===== config.mk =====
export PLATFORM = sky130hd
export DESIGN_NAME = fifo_playback_reader
export DESIGN_NICKNAME = d
export VERILOG_FILES = /design/src/rtl/fifo_playback_reader.sv
export SDC_FILE = /design/constraint.sdc
export NUM_CORES = 1
export LEC_CHECK = 0
export ABC_CLOCK_PERIOD_IN_PS = 5900
export CELL_PAD_IN_SITES_DETAIL_PLACEMENT = 1
export CELL_PAD_IN_SITES_GLOBAL_PLACEMENT = 2
export CORE_ASPECT_RATIO = 2
export CORE_MARGIN = 2
export CORE_UTILIZATION = 37
export CTS_CLUSTER_SIZE = 40
export DETAILED_ROUTE_END_ITERATION = 8
export PLACE_DENSITY_LB_ADDON = 0.1
export SYNTH_ARGS = -nofsm -noshare
export SYNTH_HDL_FRONTEND = slang
export SYNTH_SLANG_ARGS = --single-unit

===== constraint.sdc =====
create_clock -name clk -period 5.9 [get_ports clk]
set_clock_uncertainty 0.05 [all_clocks]
set_input_delay 1.18 -clock clk [delete_from_list [all_inputs] [get_ports clk]]
set_output_delay 1.18 -clock clk [all_outputs]
set_load 0.03 [all_outputs]

===== src/rtl/fifo_playback_reader.sv =====
// fifo_playback_reader
//   Reads one sample per sample-rate tick from the playback FIFO, scales it by
//   an unsigned Q1.(GAIN_W-1) gain and presents it to the output stage with a
//   one-cycle valid strobe. FIFO occupancy is tracked locally by watching the
//   writer's wr line, so an empty FIFO produces silence plus a sticky underrun
//   flag instead of stale data.
//
//   Optional build macro FIFO_READER_SAT_EN: when defined, scaled results
//   outside the signed WIDTH range clamp to the nearest extreme; when
//   undefined, results wrap to their low WIDTH bits.
//
// Ports:
//   clk          system clock
//   rst_n        asynchronous active-low reset
//   enable       playback enable (gates the tick divider)
//   clear_flags  synchronous clear of underrun/overflow (a same-cycle set wins)
//   wr_mon       copy of the FIFO's wr input
//   fifo_rd      FIFO read strobe; rising edge advances the FIFO read pointer
//   fifo_dout    FIFO head data
//   gain         volume, sampled in SCALE
//   sample_out   scaled sample, signed
//   sample_valid one-cycle strobe marking a new sample_out
//   level        number of readable FIFO entries
//   underrun     sticky: a tick arrived with level == 0
//   overflow     sticky: a write was seen with level == DEPTH
module fifo_playback_reader #(
  parameter int WIDTH     = 16,
  parameter int DEPTH     = 512,
  parameter int CLK_HZ    = 100_000_000,
  parameter int SAMPLE_HZ = 48000,
  parameter int GAIN_W    = 8
) (
  input  logic                         clk,
  input  logic                         rst_n,
  input  logic                         enable,
  input  logic                         clear_flags,
  input  logic                         wr_mon,
  output logic                         fifo_rd,
  input  logic [WIDTH-1:0]             fifo_dout,
  input  logic [GAIN_W-1:0]            gain,
  output logic [WIDTH-1:0]             sample_out,
  output logic                         sample_valid,
  output logic [$clog2(DEPTH+1)-1:0]   level,
  output logic                         underrun,
  output logic                         overflow
);

  localparam int DIV    = CLK_HZ / SAMPLE_HZ;
  localparam int CNT_W  = (DIV > 1) ? $clog2(DIV) : 1;
  localparam int LVL_W  = $clog2(DEPTH + 1);
  localparam int PROD_W = WIDTH + GAIN_W + 1;

  localparam logic [2:0] IDLE    = 3'd0;
  localparam logic [2:0] CHECK   = 3'd1;
  localparam logic [2:0] CAPTURE = 3'd2;
  localparam logic [2:0] RELEASE = 3'd3;
  localparam logic [2:0] SCALE   = 3'd4;
  localparam logic [2:0] OUT     = 3'd5;

  logic [2:0]       state;
  logic [CNT_W-1:0] div_cnt;
  logic             tick;
  logic             wr_mon_prev;
  logic [2:0]       wr_dly;
  logic             wr_settled;
  logic             rd_dec;
  logic             empty_hit;
  logic [WIDTH-1:0] sample_reg;
  logic             und_set;
  logic             ovf_set;

  logic signed [PROD_W-1:0] samp_ext;
  logic signed [PROD_W-1:0] gain_ext;
  logic signed [PROD_W-1:0] prod;
  logic signed [PROD_W-1:0] shifted;
  logic [WIDTH-1:0]         result;

  // ---------------------------------------------------------------- divider
  assign tick = enable && (div_cnt == CNT_W'(DIV - 1));

  always_ff @(posedge clk or negedge rst_n) begin
    if (!rst_n) begin
      div_cnt <= '0;
    end else if (!enable || tick) begin
      div_cnt <= '0;
    end else begin
      div_cnt <= div_cnt + CNT_W'(1);
    end
  end

  // --------------------------------------------------------- write tracking
  // A write edge is only counted three cycles later, once the FIFO's RAM
  // write has settled and the head is safe to capture.
  always_ff @(posedge clk or negedge rst_n) begin
    if (!rst_n) begin
      wr_mon_prev <= 1'b0;
      wr_dly      <= '0;
    end else begin
      wr_mon_prev <= wr_mon;
      wr_dly      <= {wr_dly[1:0], wr_mon & ~wr_mon_prev};
    end
  end

  assign wr_settled = wr_dly[2];
  assign rd_dec     = (state == RELEASE) && !empty_hit;

  // A settled write and a read in the same cycle cancel, so a full FIFO
  // being drained and refilled at once is not an overflow.
  assign ovf_set = wr_settled && !rd_dec && (level == LVL_W'(DEPTH));
  assign und_set = (state == CHECK) && (level == '0);

  always_ff @(posedge clk or negedge rst_n) begin
    if (!rst_n) begin
      level <= '0;
    end else begin
      case ({wr_settled, rd_dec})
        2'b10:   if (level != LVL_W'(DEPTH)) level <= level + LVL_W'(1);
        2'b01:   level <= level - LVL_W'(1);
        default: level <= level;
      endcase
    end
  end

  always_ff @(posedge clk or negedge rst_n) begin
    if (!rst_n) begin
      underrun <= 1'b0;
      overflow <= 1'b0;
    end else begin
      underrun <= und_set | (underrun & ~clear_flags);
      overflow <= ovf_set | (overflow & ~clear_flags);
    end
  end

  // -------------------------------------------------------------- scaling
  assign samp_ext = {{(GAIN_W + 1){sample_reg[WIDTH-1]}}, sample_reg};
  assign gain_ext = {{(WIDTH + 1){1'b0}}, gain};
  assign prod     = samp_ext * gain_ext;
  assign shifted  = prod >>> (GAIN_W - 1);

`ifdef FIFO_READER_SAT_EN
  localparam logic signed [PROD_W-1:0] SAT_MAX = PROD_W'((64'sd1 <<< (WIDTH - 1)) - 64'sd1);
  localparam logic signed [PROD_W-1:0] SAT_MIN = ~SAT_MAX;

  always_comb begin
    result = WIDTH'(shifted);
    if (shifted > SAT_MAX) begin
      result = WIDTH'(SAT_MAX);
    end else if (shifted < SAT_MIN) begin
      result = WIDTH'(SAT_MIN);
    end
  end
`else
  assign result = WIDTH'(shifted);
`endif

  // ------------------------------------------------------------------ FSM
  // Strobes are decoded straight from registered state so they are
  // glitch-free; sample_out is loaded on the SCALE->OUT edge so it is
  // already stable while sample_valid is high in OUT.
  assign fifo_rd      = (state == CAPTURE) && !empty_hit;
  assign sample_valid = (state == OUT);

  always_ff @(posedge clk or negedge rst_n) begin
    if (!rst_n) begin
      state      <= IDLE;
      empty_hit  <= 1'b0;
      sample_reg <= '0;
      sample_out <= '0;
    end else begin
      case (state)
        IDLE: begin
          if (tick) state <= CHECK;
        end
        CHECK: begin
          empty_hit <= (level == '0);
          state     <= CAPTURE;
        end
        CAPTURE: begin
          sample_reg <= empty_hit ? '0 : fifo_dout;
          state      <= RELEASE;
        end
        RELEASE: begin
          state <= SCALE;
        end
        SCALE: begin
          sample_out <= result;
          state      <= OUT;
        end
        OUT: begin
          state <= IDLE;
        end
        default: begin
          state <= IDLE;
        end
      endcase
    end
  end

endmodule


=== Word level (Yosys, flattened, before mapping) ===
Index checks and enable logic that the tools add are counted.

* Bits in registers: 64
* Output and inout bits: 30
* Word-level logic and storage cells: 53

* Add/subtract/negate cells: 3
* $mul: 1
* Eq/ne operators: 12
* Multiplexer cells: 6
* Bitwise logic cells: 7
* Reduce and logical (&&, ||, !) cells: 14

{| class="wikitable"
|+ Operator list
! operator !! number
|-
| 16-bit by 9-bit multiplier with 23-bit output || 1
|-
| 10-bit one-hot mux with 2 select lines || 1
|-
| 16-bit two-way mux || 1
|-
| 3-bit one-hot mux with 5 select lines || 1
|-
| 12-bit by 1-bit adder with 12-bit output, second input constant || 1
|-
| 12-bit == test, second input constant || 1
|-
| 12-bit two-way mux || 1
|-
| 10-bit by 1-bit adder with 10-bit output, second input constant || 1
|-
| 10-bit == test, second input constant || 1
|-
| 10-bit logical NOT || 1
|-
| 10-bit two-way mux || 1
|-
| 10-bit != test, second input constant || 1
|-
| 10-bit by 1-bit subtractor with 10-bit output, second input constant || 1
|-
| 3-bit by 2-bit == test with 1-bit output, second input constant || 2
|-
| 3-bit == test, second input constant || 2
|-
| 1-bit logical AND || 6
|-
| 2-bit != test, second input constant || 2
|-
| 1-bit bitwise AND || 3
|-
| 3-bit by 1-bit == test with 1-bit output, second input constant || 1
|-
| 1-bit logical NOT || 3
|-
| 3-bit logical NOT || 1
|-
| 3-bit two-way mux || 1
|-
| 2-bit by 1-bit == test with 1-bit output, second input constant || 1
|-
| 2-bit == test, second input constant || 1
|-
| 5 further kinds || 7
|}

=== Depth between registers and ports, before layout ===
* Depth after elaboration: 6
* Mapped depth: 18

=== Least setup slack after synthesis ===
No wires, ideal clock.

* Kind: in2reg
* From: input port gain[2]
* To: register sample_out[8]
* Library setup time: 128 ps
* Arrival: 5,281 ps
* Data required time: 5,722 ps
* Setup slack: 440 ps
* Cell stages on the path: 17
* Path buffers: 1
* Cell sequence: clkbuf_1 -> nand2_1 -> fa_1 -> inv_1 -> fa_1 -> inv_1 -> fa_1 -> fa_1 -> inv_1 -> ha_1 -> o21ai_0 -> nor2_1 -> a41oi_1 -> a211oi_1 -> a21o_1 -> a211oi_1 -> o31ai_1

* Longest elaborated chain between the ends: 1

{| class="wikitable"
|+ Ends and longest elaborated chain
! item !! line !! text
|-
| start: declaration || 40 || <nowiki>input logic [GAIN_W-1:0] gain,</nowiki>
|-
| 16-bit by 9-bit multiplier with 23-bit output || 137 || <nowiki>assign prod = samp_ext * gain_ext;</nowiki>
|-
| end signal: assignment || 186 || <nowiki>sample_out <= result;</nowiki>
|-
| end: declaration || 41 || <nowiki>output logic [WIDTH-1:0] sample_out,</nowiki>
|}

Every way passes these cells.
A chain may end at the register's enable or synchronous reset.

=== Final worst setup path ===
* From: input port gain[2]
* To: register sample_out[15]

The elaborated chain is that of the path after synthesis.

==> results.py <==
metrics = {
    "place": {
        "postPlaceCellArea_sq_mm": 0.00840,
        "gp_congestion": 0.899,
        "dp_hpwl_mm": 17.9,
        "portBuffers": 58,
    },
    "worst_setup_path": {
        "cp_data_arrival_time_ps": 5830,
        "crit_required_ps": 6030,
        "critPathKind": "primary input to register",
        "end_kind": "register",
        "worstPathMaxFanout": 6,
        "cp-start-kind": "primary input",
    },
    "cts": {
        "clk_pin_slew_ps": 50,
        "insertion_delay_ps": 330,
        "clock_sinks": 64,
        "h-tree-depth": 3,
        "cts.path.max_buffers": 2,
        "numCtsBuffers": 9,
        "root_buffer": "clkbuf_16",
        "tritoncts": "yes",
        "ctsHoldBuffers": 0,
    },
    "drt": {
        "drc": 0,
        "drt_iter0_markers": 107,
        "ant_nets": 0,
        "routed_wl_mm": 21.1,
        "viasPerCell": 4.90,
        "first_pass_iters": 6,
        "post_drt_wl_per_cell_um": 18.3,
        "num_vias": 5664,
    },
    "floorplan": {
        "fp.coreArea_sq_mm": 0.0188,
        "io_pins": 59,
        "die-area_sq_mm": 0.0204,
        "fp.dieH_um": 200,
        "die_width_um": 102,
        "start_util_pct": 37.6,
        "std_cell_rows": 71,
    },
    "power": {
        "power.leakage_nw": 4.33,
        "powerDensity_mw_per_mm2": 149,
        "ir_drop_uv": 290,
    },
    "synthesis": {
        "synth_top_area_cell": "fa_1",
        "avgSynthCellArea_sq_um": 8.94,
        "synth_edf_count": 0,
        "synth_common_cells": "inv_1 (146), nand2_1 (120), fa_1 (97), dfrtp_1 (64), and2_1 (60)",
        "async_flop_share_pct": 100,
        "syn_inst": 793,
        "syn_nets": 970,
        "synth_top_area_share_pct": 27.4,
        "synth_area_leaders": "fa_1 (27%), dfrtp_1 (23%), ha_1 (9.0%)",
        "yosysMostFrequentCell": "inv_1",
        "yosysWarnings": 0,
        "ys_seq_area_share_pct": 22.6,
        "ys.flop_type": "dfrtp_1",
        "synth_seq_cells": 64,
        "ys_types": 52,
        "syn_area_sq_mm": 0.00709,
    },
    "global_routing": {
        "grt_overflow_total": 0,
        "first_global_vias": 6732,
        "grt_max_degree": 65,
        "antenna_found_initial": 0,
        "track_usage_pct": 22.4,
        "grt_pass1_wl_mm": 34.2,
    },
    "timing": {
        "tightest_slew_ps": 1070,
        "tns_ps": 0,
        "slew_headroom_pct": 28.7,
        "fin_crit_ps": 5700,
        "max_clock_freq_mhz": 175,
        "maxSlewViolCount": 0,
        "whs_ps": 301,
        "finalHoldViolCount": 0,
        "min_period_over_period_pct": 96.7,
        "setup_viol": 0,
    },
    "flow_run": {
        "maxCapViolCount": 0,
    },
    "hold_path": {
        "hold_class": "register to register",
    },
    "finish": {
        "antenna_cells": 0,
        "postLayoutCoreUtil_pct": 46.7,
        "drive_gt1_share_pct": 10.5,
        "nets": 1074,
        "fillers": 2232,
        "design_area_sq_mm": 0.00880,
        "syn_to_final_growth_pct": 24.1,
    },
    "outcome": {
        "outcome": "finished clean",
    },
}
## layout by cell type, fill, tap and decap left out, drive strengths merged, types with 3 or more instances in the layout
cell type	instances
a211oi	4
a21oi	15
and2	60
buf	65
clkbuf	12
clkdlybuf4s50	55
dfrtp	64
fa	97
ha	51
inv	146
nand2	121
nand2b	21
nand3	11
nand4	3
nor2	31
nor2b	5
nor3	8
o21ai	47
o221ai	3
o31ai	5
or3	3
xnor2	20
xor2	18
## through the flow
step	power, mW	instances	setup WS (ps)
after CTS	1.33	1155	23.8
after floorplan	0.615	793	440
after detailed placement	0.733	1140	-393
after global routing	1.37	1156	-3.30
after global placement	0.730	1140	-282
final	1.31	1156	195
## final timing paths
kind                                from             end  slack (ps)  cells past startpoint
setup / recovery                 gain[2]  sample_out[15]         200                     19
min in group asynchronous          rst_n      div_cnt[4]         960                      2
hold / removal                 wr_dly[1]       wr_dly[2]         300                      0
max in group asynchronous          rst_n   sample_out[3]        4220                      2
setup reg to reg           sample_reg[7]  sample_out[15]        1060                     16
hold reg to reg                wr_dly[1]       wr_dly[2]         300                      0
## area by class of cell
cell class	count	area, sq um	area share (%)
clock inverter	3	65.1	0.739
clock buffer	12	256	2.92
inverter	147	552	6.27
sequential	64	1600	18.2
multi-input combinational	553	4890	55.6
tap	255	319	3.63
timing repair buffer	122	1110	12.7
## report_power, final
group	total [mW]	internal [mW]	switching [mW]
combinational	0.235	0.108	0.127
sequential	0.487	0.460	0.0276
clock	0.588	0.390	0.198
total	1.31	0.958	0.353
## what timing repair did
action | CTS | global route
buffers inserted | 0 | 1
pin swaps | 1 | 10
endpoints found under the hold margin | 0 | 0
resized for setup | 2 | 14
endpoints found under the setup margin | 2 | 5
## routing by layer
metal	vias to the layer above	wire, um	GRT usage [%]
met5	-	0	0
met4	0	1140	11.7
met3	51	395	2.61
met2	99	13000	46.5
met1	2876	6530	19.8
li1	2638	-	-
## critical path, cell delays in order
cell and delay (ps):
clkdlybuf4s50_1 480, buf_6 150, buf_12 110, nand2_1 70
fa_1 550, inv_1 60, fa_1 500, fa_1 520
inv_1 60, fa_1 530, inv_1 70, ha_4 280
buf_4 100, nand4_1 130, or3_4 410, o221ai_2 170
a31oi_2 130, xnor2_1 240, o21ai_1 80
## logic make-up (layout without fill, tap and decap cells)
logic type | Yosys count | in the layout | share of synthesized area, %
buffers and inverters | 176 | 284 | 9.37
XOR/XNOR | 38 | 38 | 4.69
AND/OR/NAND/NOR | 277 | 277 | 19.3
adder cells (fa/ha/maj) | 148 | 148 | 36.4
flip-flops | 64 | 64 | 22.6
multiplexers | 2 | 2 | 0.300
AO/OA/AOI/OAI | 88 | 88 | 7.38
(Power assumes the default switching activity.)
